--- src/rtl/mb_uart_rx_param.sv ---
// mb_uart_rx_param: Modbus RTU UART receiver with configurable data/parity/stop bits and t3.5 frame_end strobe.
// Optional `define MB_RX_MAJORITY_EN: 2-of-3 vote around mid-bit instead of one sample (one cycle more latency).
module mb_uart_rx_param #(
    parameter int CLK_FREQ  = 50000000,
    parameter int UART_BPS  = 115200,
    parameter int DATA_BITS = 8,
    parameter int PARITY    = 2,
    parameter int STOP_BITS = 1,
    parameter int GAP_BITS  = 38
) (
    input  logic                 clk,
    input  logic                 rst_n,
    input  logic                 uart_rxd,
    output logic                 rx_valid,
    output logic [DATA_BITS-1:0] rx_data,
    output logic                 parity_err,
    output logic                 frame_err,
    output logic                 frame_end,
    output logic                 busy
);
    localparam int BPS_CNT = CLK_FREQ / UART_BPS;
    localparam int CW      = $clog2(BPS_CNT);
    localparam int GW      = $clog2(GAP_BITS * BPS_CNT + 1);
    localparam logic [CW-1:0] CNT_LAST  = CW'(BPS_CNT - 1);
    localparam logic [CW-1:0] CNT_MID   = CW'(BPS_CNT / 2);
    localparam logic [GW-1:0] GAP_MAX   = GW'(GAP_BITS * BPS_CNT);
    localparam logic [3:0]    LAST_DATA = 4'(DATA_BITS - 1);
    localparam logic [3:0]    LAST_STOP = 4'(STOP_BITS - 1);
    localparam logic          ODD       = (PARITY == 1);
    localparam logic [2:0] S_IDLE  = 3'd0;
    localparam logic [2:0] S_START = 3'd1;
    localparam logic [2:0] S_DATA  = 3'd2;
    localparam logic [2:0] S_PAR   = 3'd3;
    localparam logic [2:0] S_STOP  = 3'd4;

    logic [1:0]           r_sync;
    logic                 r_prev;
    logic [2:0]           r_state;
    logic [CW-1:0]        r_clk_cnt;
    logic [3:0]           r_bit_idx;
    logic [DATA_BITS-1:0] r_shift;
    logic                 r_par_bad;
    logic                 r_stop_bad;
    logic [GW-1:0]        r_gap;
    logic                 r_armed;
    logic                 w_rxs;
    logic                 w_fall;
    logic                 w_samp;
    logic                 w_bit;

    assign w_rxs  = r_sync[1];
    assign w_fall = r_prev & ~w_rxs;
    assign busy   = r_state != S_IDLE;

    // Synchroniser resets to idle-high so reset release never looks like a start bit
    always_ff @(posedge clk or negedge rst_n) begin
        if (!rst_n) begin
            r_sync <= 2'b11;
            r_prev <= 1'b1;
        end else begin
            r_sync <= {r_sync[0], uart_rxd};
            r_prev <= w_rxs;
        end
    end

`ifdef MB_RX_MAJORITY_EN
    logic [1:0] r_maj;
    always_ff @(posedge clk or negedge rst_n) begin
        if (!rst_n) r_maj <= 2'b11;
        else begin
            if (r_clk_cnt == CNT_MID - 1'b1) r_maj[0] <= w_rxs;
            if (r_clk_cnt == CNT_MID) r_maj[1] <= w_rxs;
        end
    end
    assign w_samp = r_clk_cnt == CNT_MID + 1'b1;
    assign w_bit  = (r_maj[0] & r_maj[1]) | (w_rxs & (r_maj[0] | r_maj[1]));
`else
    assign w_samp = r_clk_cnt == CNT_MID;
    assign w_bit  = w_rxs;
`endif

    always_ff @(posedge clk or negedge rst_n) begin
        if (!rst_n) begin
            r_state    <= S_IDLE;
            r_clk_cnt  <= '0;
            r_bit_idx  <= '0;
            r_shift    <= '0;
            r_par_bad  <= 1'b0;
            r_stop_bad <= 1'b0;
            rx_valid   <= 1'b0;
            rx_data    <= '0;
            parity_err <= 1'b0;
            frame_err  <= 1'b0;
        end else begin
            r_clk_cnt  <= (r_state == S_IDLE || r_clk_cnt == CNT_LAST) ? '0 : r_clk_cnt + 1'b1;
            rx_valid   <= 1'b0;
            parity_err <= 1'b0;
            frame_err  <= 1'b0;
            case (r_state)
                S_IDLE: if (w_fall) r_state <= S_START;
                S_START: if (w_samp) begin
                    r_state    <= w_bit ? S_IDLE : S_DATA;
                    r_bit_idx  <= '0;
                    r_par_bad  <= 1'b0;
                    r_stop_bad <= 1'b0;
                end
                S_DATA: if (w_samp) begin
                    r_shift   <= {w_bit, r_shift[DATA_BITS-1:1]};
                    r_bit_idx <= (r_bit_idx == LAST_DATA) ? '0 : r_bit_idx + 1'b1;
                    if (r_bit_idx == LAST_DATA) r_state <= (PARITY != 0) ? S_PAR : S_STOP;
                end
                S_PAR: if (w_samp) begin
                    r_par_bad <= w_bit != (^r_shift ^ ODD);
                    r_state   <= S_STOP;
                end
                S_STOP: if (w_samp) begin
                    r_stop_bad <= r_stop_bad | ~w_bit;
                    r_bit_idx  <= r_bit_idx + 1'b1;
                    // Leave at mid-stop so an immediately following start bit is caught
                    if (r_bit_idx == LAST_STOP) begin
                        r_state    <= S_IDLE;
                        rx_valid   <= 1'b1;
                        rx_data    <= r_shift;
                        parity_err <= r_par_bad;
                        frame_err  <= r_stop_bad | ~w_bit;
                    end
                end
                default: r_state <= S_IDLE;
            endcase
        end
    end

    // Gap timer saturates at threshold; arm flag limits frame_end to once per burst
    always_ff @(posedge clk or negedge rst_n) begin
        if (!rst_n) begin
            r_gap     <= '0;
            r_armed   <= 1'b0;
            frame_end <= 1'b0;
        end else begin
            r_gap     <= (busy || !w_rxs) ? '0 : (r_gap == GAP_MAX) ? r_gap : r_gap + 1'b1;
            frame_end <= r_armed && r_gap == GAP_MAX;
            r_armed   <= rx_valid || (r_armed && r_gap != GAP_MAX);
        end
    end
endmodule
--- config.mk ---
export PLATFORM = sky130hd
export DESIGN_NAME = mb_uart_rx_param
export DESIGN_NICKNAME = d
export VERILOG_FILES = /design/src/rtl/mb_uart_rx_param.sv
export SDC_FILE = /design/constraint.sdc
export NUM_CORES = 1
export LEC_CHECK = 0
export ABC_CLOCK_PERIOD_IN_PS = 2250
export BUFFER_PORTS_ARGS = -buffer_cell sky130_fd_sc_hd__buf_2
export CAP_MARGIN = 40
export CORE_ASPECT_RATIO = 0.75
export CORE_UTILIZATION = 58
export CTS_CLUSTER_SIZE = 24
export DETAILED_ROUTE_END_ITERATION = 8
export PLACE_DENSITY = 0.79
export SLEW_MARGIN = 20
export SYNTH_ARGS = -nofsm -noshare
export SYNTH_HDL_FRONTEND = slang
export SYNTH_SLANG_ARGS = --single-unit
--- constraint.sdc ---
create_clock -name clk -period 2.25 [get_ports clk]
set_input_delay 0.1125 -clock clk [delete_from_list [all_inputs] [get_ports clk]]
set_output_delay 0.1125 -clock clk [all_outputs]
set_load 0.02 [all_outputs]
# Word-level counts from Yosys, hierarchy flattened
# Index checks and enable logic that the tools add are counted.
word_totals:
  ff_bits: 57
  inputBits: 3
  output_inout_bits: 13
  word_cells: 89
op_classes:
  addsub: 3
  n_eq_ne: 18
  muxes: 31
  bitwise_logic: 3
  reduce_logical: 19
op_table:
  columns: ["op", "n"]
  rows:
  - ["2-to-1 mux 15 bit", 2]
  - ["2-to-1 mux 3 bit", 7]
  - ["2-to-1 mux 4 bit", 4]
  - ["!= test 2 bit (second input constant)", 8]
  - ["adder 15 x 1 -> 15 bit (second input constant)", 1]
  - ["== test 15 bit (second input constant)", 1]
  - ["!= test 15 bit (second input constant)", 1]
  - ["one-hot mux 3 bit (5 select lines)", 1]
  - ["2-to-1 mux 1 bit", 12]
  - ["one-hot mux 4 bit (3 select lines)", 1]
  - ["adder 9 x 1 -> 9 bit (second input constant)", 1]
  - ["== test 9 x 8 -> 1 bit (second input constant)", 1]
  - ["== test 9 bit (second input constant)", 1]
  - ["2-to-1 mux 9 bit", 1]
  - ["AND reduction 3 bit", 3]
  - ["XOR reduction 8 bit", 1]
  - ["AND reduction 7 bit", 1]
  - ["== test 3 x 2 -> 1 bit (second input constant)", 2]
  - ["nonzero test 3 bit", 2]
  - ["adder 4 x 1 -> 4 bit (second input constant)", 1]
  - ["== test 4 x 3 -> 1 bit (second input constant)", 1]
  - ["zero test 4 bit", 1]
  - ["one-hot mux 1 bit (2 select lines)", 2]
  - ["AND reduction 4 bit", 1]
  - ["13 further kinds", 17]

# Longest topological paths before layout
# Gate-level depths: netlist (run 1).
depth:
  depth_word: 5
  depth_mapped: 7
  ltp_nobuf: 6

# Worst setup path after synthesis (run 1)
# Ideal clock, no wire load.
synth_path:
  path_kind: "register -> register"
  from: "reg r_clk_cnt[1]"
  to: "reg rx_data[0]"
  arrival_ns: 1.805
  setup_slack_ns: 0.320
  path_stages_with_launch: 7
  path_buffers: 0
  period_less_slack_ns: 1.930
  cell_sequence: "dfrtp_1 -> inv_1 -> ha_1 -> or4b_4 -> nor3_4 -> nand4_4 -> mux2_4"
synth_via:
  elab_chain_len: 2
synth_rtl:
  columns: ["item", "line_no", "rtl"]
  rows:
  - ["start, declared", "39", "logic [CW-1:0] r_clk_cnt;"]
  - ["start signal, assigned", "95", "r_clk_cnt <= (r_state == S_IDLE || r_clk_cnt == CNT_LAST) ? '0 : r_clk_cnt + 1'b1;"]
  - ["== test 9 x 8 -> 1 bit", "78", "assign w_samp = r_clk_cnt == CNT_MID;"]
  - ["AND reduction 3 bit (no line)", null, null]
  - ["end signal, assigned", "123", "rx_data <= r_shift;"]
  - ["end, declared", "15", "output logic [DATA_BITS-1:0] rx_data,"]
# No other way between the ends.
# A chain may end at the register's enable or synchronous reset.

# Worst setup path in the final report (run 1)
layout_path:
  from: "reg r_clk_cnt[1]"
  to: "reg rx_data[5]"
# The elaborated chain is that of the path after synthesis.

==> reports/qor.txt, run 1 <==
Post-synth EDFFs -> 0
Max Clk Rate -> 475 MHz
Final Hold Vio Count -> 0
pin count of the biggest net entering global routing -> 33
CP max stage cell -> or4b_4
worst path bufs/invs -> 1
crit path max fanout -> 8
Post-Syn Area -> 2890 µm²
layout filler cell count -> 333
pwr dens -> 752 nW/µm²
endpoints failing setup -> 0
Ports -> 16
DIE AREA -> 5280 µm²
most common cell in the netlist -> dfrtp_1
endpoint class of the critical path -> flip-flop
dpl hpwl -> 3.67 mm
WL per Instance -> 15.9 µm
stages on the worst setup path -> 6
vias in the first global route -> 1993
fraction of registers with async set/reset -> 100%
syn_nets -> 270
postcts setup bufs -> 0
critical register-to-register path startpoint -> r_clk_cnt[1]
setup repair after global routing missed its margin -> false
initial antenna violation count -> 0
cell family contributing the most delay on the critical path -> simple AND/OR/NAND/NOR gates
drt pass-1 iters -> 4
worst flop-to-flop path endpoint -> rx_data[5]
Root Driver -> clkbuf_8
clock slew seen by the registers of the worst setup and hold paths -> 0.07 ns
Final Skew -> 0.00967 ns
total CTS buffers -> 9
CORE AREA -> 4620 µm²
Warnings, synthesis -> 0
GPL Wtd Cong -> 0.807
number of synthesized register bits -> 57
CP required -> 2.47 ns
R2R Setup Slk -> 0.15 ns
CP startpoint kind -> flip-flop
outcome -> finished clean
DR vias/cell -> 5.82
crit-path cells -> inv_1 > ha_1 > or4b_4 > nor3_4 > nand4_4 > mux2_4
HP Class -> input pin to async pin
layout cells sized above 1 -> 23.3%
Final Critical Period -> 2.10 ns
Cells after Synth -> 261
dominant cell type by area after synthesis -> dfrtp_1
# rows -> 21
worst slew pin tran -> 0.619 ns
final period utilization -> 93.5%
most frequent cells after synthesis -> dfrtp_1 (54), nor2_1 (22), mux2_4 (16)
Setup Crit Path Kind -> flip-flop to flip-flop
Skew-Pair Late Insertion Delay -> 0.34 ns
CP endpoint -> rx_data[5]
Slew HR -> 58.8%
CTS H-tree lvls -> 3
GRT Util Overall -> 24.5%
fin nets -> 296
syn avg cell area -> 11.1 µm²
global-route wire length before repair -> 9.85 mm
area added between synthesis and finish -> 14.8%
CTS sink cnt -> 57
crit path from -> r_clk_cnt[1]
Critical Path Max Stage Delay -> 0.53 ns
DIE HEIGHT -> 63.2 µm
DRC -> 0
via count -> 2030
initial cell density of the core -> 62.6%
maximum vdd drop -> 0.553 mV
gr ovfl total -> 0
total power -> 2.50 mW
pre-CTS setup slack -> 0.144 ns
WL final -> 5.56 mm
R2R depth -> 6
Pleak -> 1.56 nW
max-capacitance violation count -> 0
Ant. Diodes -> 0
CTS tree -> done
post-synthesis sequential area ratio -> 49.4%
Synth area leaders -> dfrtp_1 (47%), mux2_4 (8.3%), xnor2_1 (3.3%), nor2_1 (2.9%), dfstp_2 (2.7%)
die width -> 83.6 µm
synth unique cells -> 51
share of the synthesized area in the top cell type -> 46.7%
antenna-violating nets left -> 0
Final WS setup -> 0.147 ns
Final Max Tran Viols -> 0
crit path DAT -> 2.32 ns
Main synth FF type -> dfrtp_1
clk buf depth -> 2
port bufs -> 15
initial DRC count -> 151
TNS Setup -> 0 ns
[power by group]
part	internal (mW)	leakage, nW	switching [mW]
Combinational	0.118	0.674	0.145
Clock	0.634	0.110	0.446
Sequential	1.08	0.775	0.0794
[logic make-up (layout without fill, tap and decap cells)]
family / Yosys count / in the layout / share of synthesized area, %
AOI/OAI and AO/OA: 45 / 45 / 10.2
adders and majority gates: 6 / 6 / 2.59
muxes: 16 / 16 / 8.30
buffers and inverters: 20 / 51 / 3.16
DFF: 57 / 57 / 49.4
xor gates and xnor gates: 20 / 20 / 6.53
and+or+nand+nor: 97 / 97 / 19.8
[per-stage QoR]
stage | hold WS [ns] | utilization [%] | cell area (µm²) | cells
final | 0.0911 | 71.9 | 3320 | 349
after global routing | 0.0976 | 71.9 | 3320 | 349
after CTS | 0.357 | 71.2 | 3290 | 348
after detailed placement | 0.216 | 65.9 | 3050 | 330
after global placement | 0.203 | 65.9 | 3050 | 330
after floorplan | -0.183 | - | 2890 | 261
[metal layers]
layer	up-vias	part of all wire, %	global-route usage [%]
met3	14	4.3	6.55
met5	-	0	0
met1	973	49	33.9
met2	49	45	35.5
li1	994	-	-
met4	0	2.1	12.9
[state kept, by name, summed over array words and instances (netlist names)]
name        flops
r_par_bad       1
frame_err       1
r_armed         1
parity_err      1
frame_end       1
r_state         3
r_bit_idx       4
r_clk_cnt       9
r_shift         8
r_sync          2
rx_data         8
r_gap          15
rx_valid        1
r_prev          1
r_stop_bad      1
[placed cells by master (no fill, tap or decap), drive strengths merged, types with 2 or more instances in the layout]
cell type / n
dfrtp: 54
nor2: 23
buf: 22
mux2: 16
nand2: 15
a21oi: 14
inv: 13
xnor2: 11
o21ai: 10
clkbuf: 9
xor2: 8
nand4: 8
nor3: 7
nand3: 6
and4: 6
ha: 6
or3: 6
nor4: 4
nand2b: 4
a31oi: 4
and2: 3
a21o: 3
or2: 3
or4: 3
dfstp: 3
o31ai: 2
nor2b: 2
a22o: 2
clkinv: 2
bufinv: 2
dlygate4sd3: 2
o41ai: 2
[worst min-delay path by stage]
stage | from | endpoint | slack, ns | cells past startpoint
4_1_cts | r_sync[0] | r_sync[1] | 0.36 | 0
3_5_place_dp | rst_n | r_gap[14] | 0.22 | 1
6_report | rst_n | r_gap[4] | 0.09 | 2
5_1_grt | rst_n | r_gap[4] | 0.1 | 2
3_3_place_gp | rst_n | r_gap[14] | 0.20 | 1
2_1_floorplan | rst_n | frame_end | -0.18 | 0
[final cells by class]
class	instances	area [µm²]	share of cell area [%]
Timing Repair Buffer	24	173	5.20
Clock buffer	9	124	3.73
Inverter	11	41.3	1.24
Sequential cell	57	1430	43.0
Tap cell	57	71.3	2.15
Multi-Input combinational cell	184	1380	41.6
Clock inverter	7	103	3.09
[timing repair]
action | 4_1_cts | 5_1_grt
endpoints found under the setup margin | 0 | 8
hold endpoints to repair | 32 | 0
hold buffers | 2 | 0
gates resized for setup | 0 | 1
Power figures use the tool's default switching activity.
==> run 2, diff against run 1 <==
Settings changed: BUFFER_PORTS_ARGS -buffer_cell sky130_fd_sc_hd__buf_2 to -buffer_cell sky130_fd_sc_hd__buf_4.
==> reports/qor.txt, run 2 (synthesis results as in run 1) <==
outcome -> finished clean (unchanged)
CORE AREA -> 4620 µm² (unchanged)
crit path max fanout -> 8 (unchanged)
clock slew seen by the registers of the worst setup and hold paths -> 0.07 ns (about the same)
met3 wire len -> 202 µm (was 238 µm)
Ant. Diodes -> 0 (unchanged)
TNS Setup -> 0 ns (unchanged)
Final Skew -> 0.00882 ns (was 0.00967 ns)
total power -> 2.35 mW (was 2.50 mW)
crit path DAT -> 2.34 ns (was 2.32 ns)
DIE HEIGHT -> 63.2 µm (unchanged)
Slew HR -> 54.6% (was 58.8%)
setup repair after global routing missed its margin -> false (unchanged)
Final Hold Vio Count -> 0 (unchanged)
Top Registers -> r_gap: 15 flops, r_clk_cnt: 9 flops (unchanged)
placed insts -> 329 (was 330)
layout filler cell count -> 336 (was 333)
uppermost routed layer -> met4 (unchanged)
initial cell density of the core -> 62.6% (unchanged)
pin count of the biggest net entering global routing -> 58 (was 33)
Largest register FFs -> 15 (unchanged)
pwr dens -> 715 nW/µm² (was 752 nW/µm²)
CP required -> 2.48 ns (was 2.47 ns)
global-route wire length before repair -> 9.27 mm (was 9.85 mm)
Final Max Tran Viols -> 0 (unchanged)
Post-CTS Hold Fix Bufs -> 2 (unchanged)
gr ovfl total -> 0 (unchanged)
CP startpoint kind -> flip-flop (unchanged)
largest reg by FF count -> r_gap (unchanged)
postcts setup bufs -> 0 (unchanged)
vias in the first global route -> 1921 (was 1993)
Ports -> 16 (unchanged)
DR vias/cell -> 5.81 (was 5.82)
Final Critical Period -> 2.11 ns (was 2.10 ns)
port bufs -> 15 (unchanged)
commonest non-fill, non-tap cell in the layout -> dfrtp_1 (unchanged)
endpoints failing setup -> 0 (unchanged)
Post-CTS Resized -> 0 (unchanged)
CTS sink cnt -> 57 (unchanged)
Skew-Pair Late Insertion Delay -> 0.34 ns (about the same)
DIE AREA -> 5280 µm² (unchanged)
fin nets -> 294 (was 296)
dpl hpwl -> 3.57 mm (was 3.67 mm)
# rows -> 21 (unchanged)
antenna-violating nets left -> 0 (unchanged)
die width -> 83.6 µm (unchanged)
maximum vdd drop -> 0.627 mV (was 0.553 mV)
drt pass-1 iters -> 4 (unchanged)
M1 WL -> 2.62 mm (was 2.72 mm)
Post-Layout Cell Count -> 347 (was 349)
area added between synthesis and finish -> 13.7% (was 14.8%)
GPL Wtd Cong -> 0.831 (was 0.807)
worst slew pin tran -> 0.681 ns (was 0.619 ns)
Setup Crit Path Kind -> flip-flop to flip-flop (unchanged)
endpoint class of the critical path -> flip-flop (unchanged)
CTS H-tree lvls -> 3 (unchanged)
layout cells sized above 1 -> 22.8% (was 23.3%)
HP Class -> input pin to async pin (unchanged)
R2R depth -> 7 (was 6)
Max Clk Rate -> 474 MHz (was 475 MHz)
clk buf depth -> 2 (unchanged)
max-capacitance violation count -> 0 (unchanged)
initial antenna violation count -> 0 (unchanged)
WL final -> 5.33 mm (was 5.56 mm)
most frequent cells in the layout -> dfrtp_1 (54), nor2_1 (22), buf_4 (20) (was dfrtp_1 (54), nor2_1 (22), mux2_4 (16))
GRT Util Overall -> 23.1% (was 24.5%)
via count -> 2016 (was 2030)
total CTS buffers -> 9 (unchanged)
Pleak -> 1.52 nW (was 1.56 nW)
Root Driver -> clkbuf_8 (unchanged)
initial DRC count -> 156 (was 151)
WL met2 -> 2.38 mm (was 2.49 mm)
DRC -> 0 (unchanged)
WL per Instance -> 15.4 µm (was 15.9 µm)
CTS tree -> done (unchanged)
final period utilization -> 93.8% (was 93.5%)
run 2: changes by cell type in the layout (fill, tap and decap cells not counted), sizes merged:
cell / delta
clkinv: -1
clkinvlp: +2
buf: -2
inv: -1
clkbuf: +1
bufinv: -1
run 2: cell type report:
type | instances | area [µm²] | share of cell area (%)
Sequential cell | 57 | 1430 | 43.5
Multi-Input combinational cell | 184 | 1370 | 41.7
Clock inverter | 6 | 66.3 | 2.02
Clock buffer | 10 | 138 | 4.18
Inverter | 11 | 41.3 | 1.26
Tap cell | 57 | 71.3 | 2.17
Timing Repair Buffer | 22 | 170 | 5.17
run 2: power by group:
part	switching [mW]	total (mW)	leakage, nW	internal (mW)
Sequential	0.0771	1.15	0.775	1.08
Clock	0.415	0.957	0.0949	0.542
Combinational	0.138	0.241	0.653	0.104
run 2: metal layers:
metal,global-route usage [%],vias to the layer above
li1,-,985
met1,30.9,982
met2,34.2,37
met3,6.82,12
met4,11.7,0
met5,0,-
run 2: stage by stage:
stage | worst slack (ns) | instance area (µm²) | hold slack (ns) | util, %
after floorplan | 0.320 | 2890 | -0.183 | -
after global placement | 0.208 | 3070 | 0.200 | 66.3
final | 0.139 | 3290 | 0.351 | 71.1
after CTS | 0.137 | 3290 | 0.356 | 71.1
after global routing | 0.00230 | 3290 | 0.357 | 71.1
after detailed placement | 0.161 | 3070 | 0.201 | 66.3
run 2: final timing paths:
check                             start           end  slack, ns
min in group clk              r_sync[0]     r_sync[1]       0.36
max in group asynchronous         rst_n  r_clk_cnt[3]       1.43
min reg2reg                   r_sync[0]     r_sync[1]       0.36
max                        r_clk_cnt[1]    r_shift[4]       0.14
min                               rst_n     r_gap[14]       0.35
max reg2reg                r_clk_cnt[1]    r_shift[4]       0.14
run 2: worst max-delay path, cell delays in order, from the launching register on:
cell	delay (ns)
dfrtp_1	0.39
inv_1	0.06
ha_1	0.18
nor4b_2	0.27
nand2_1	0.17
or4_1	0.42
buf_4	0.20
mux2_4	0.31
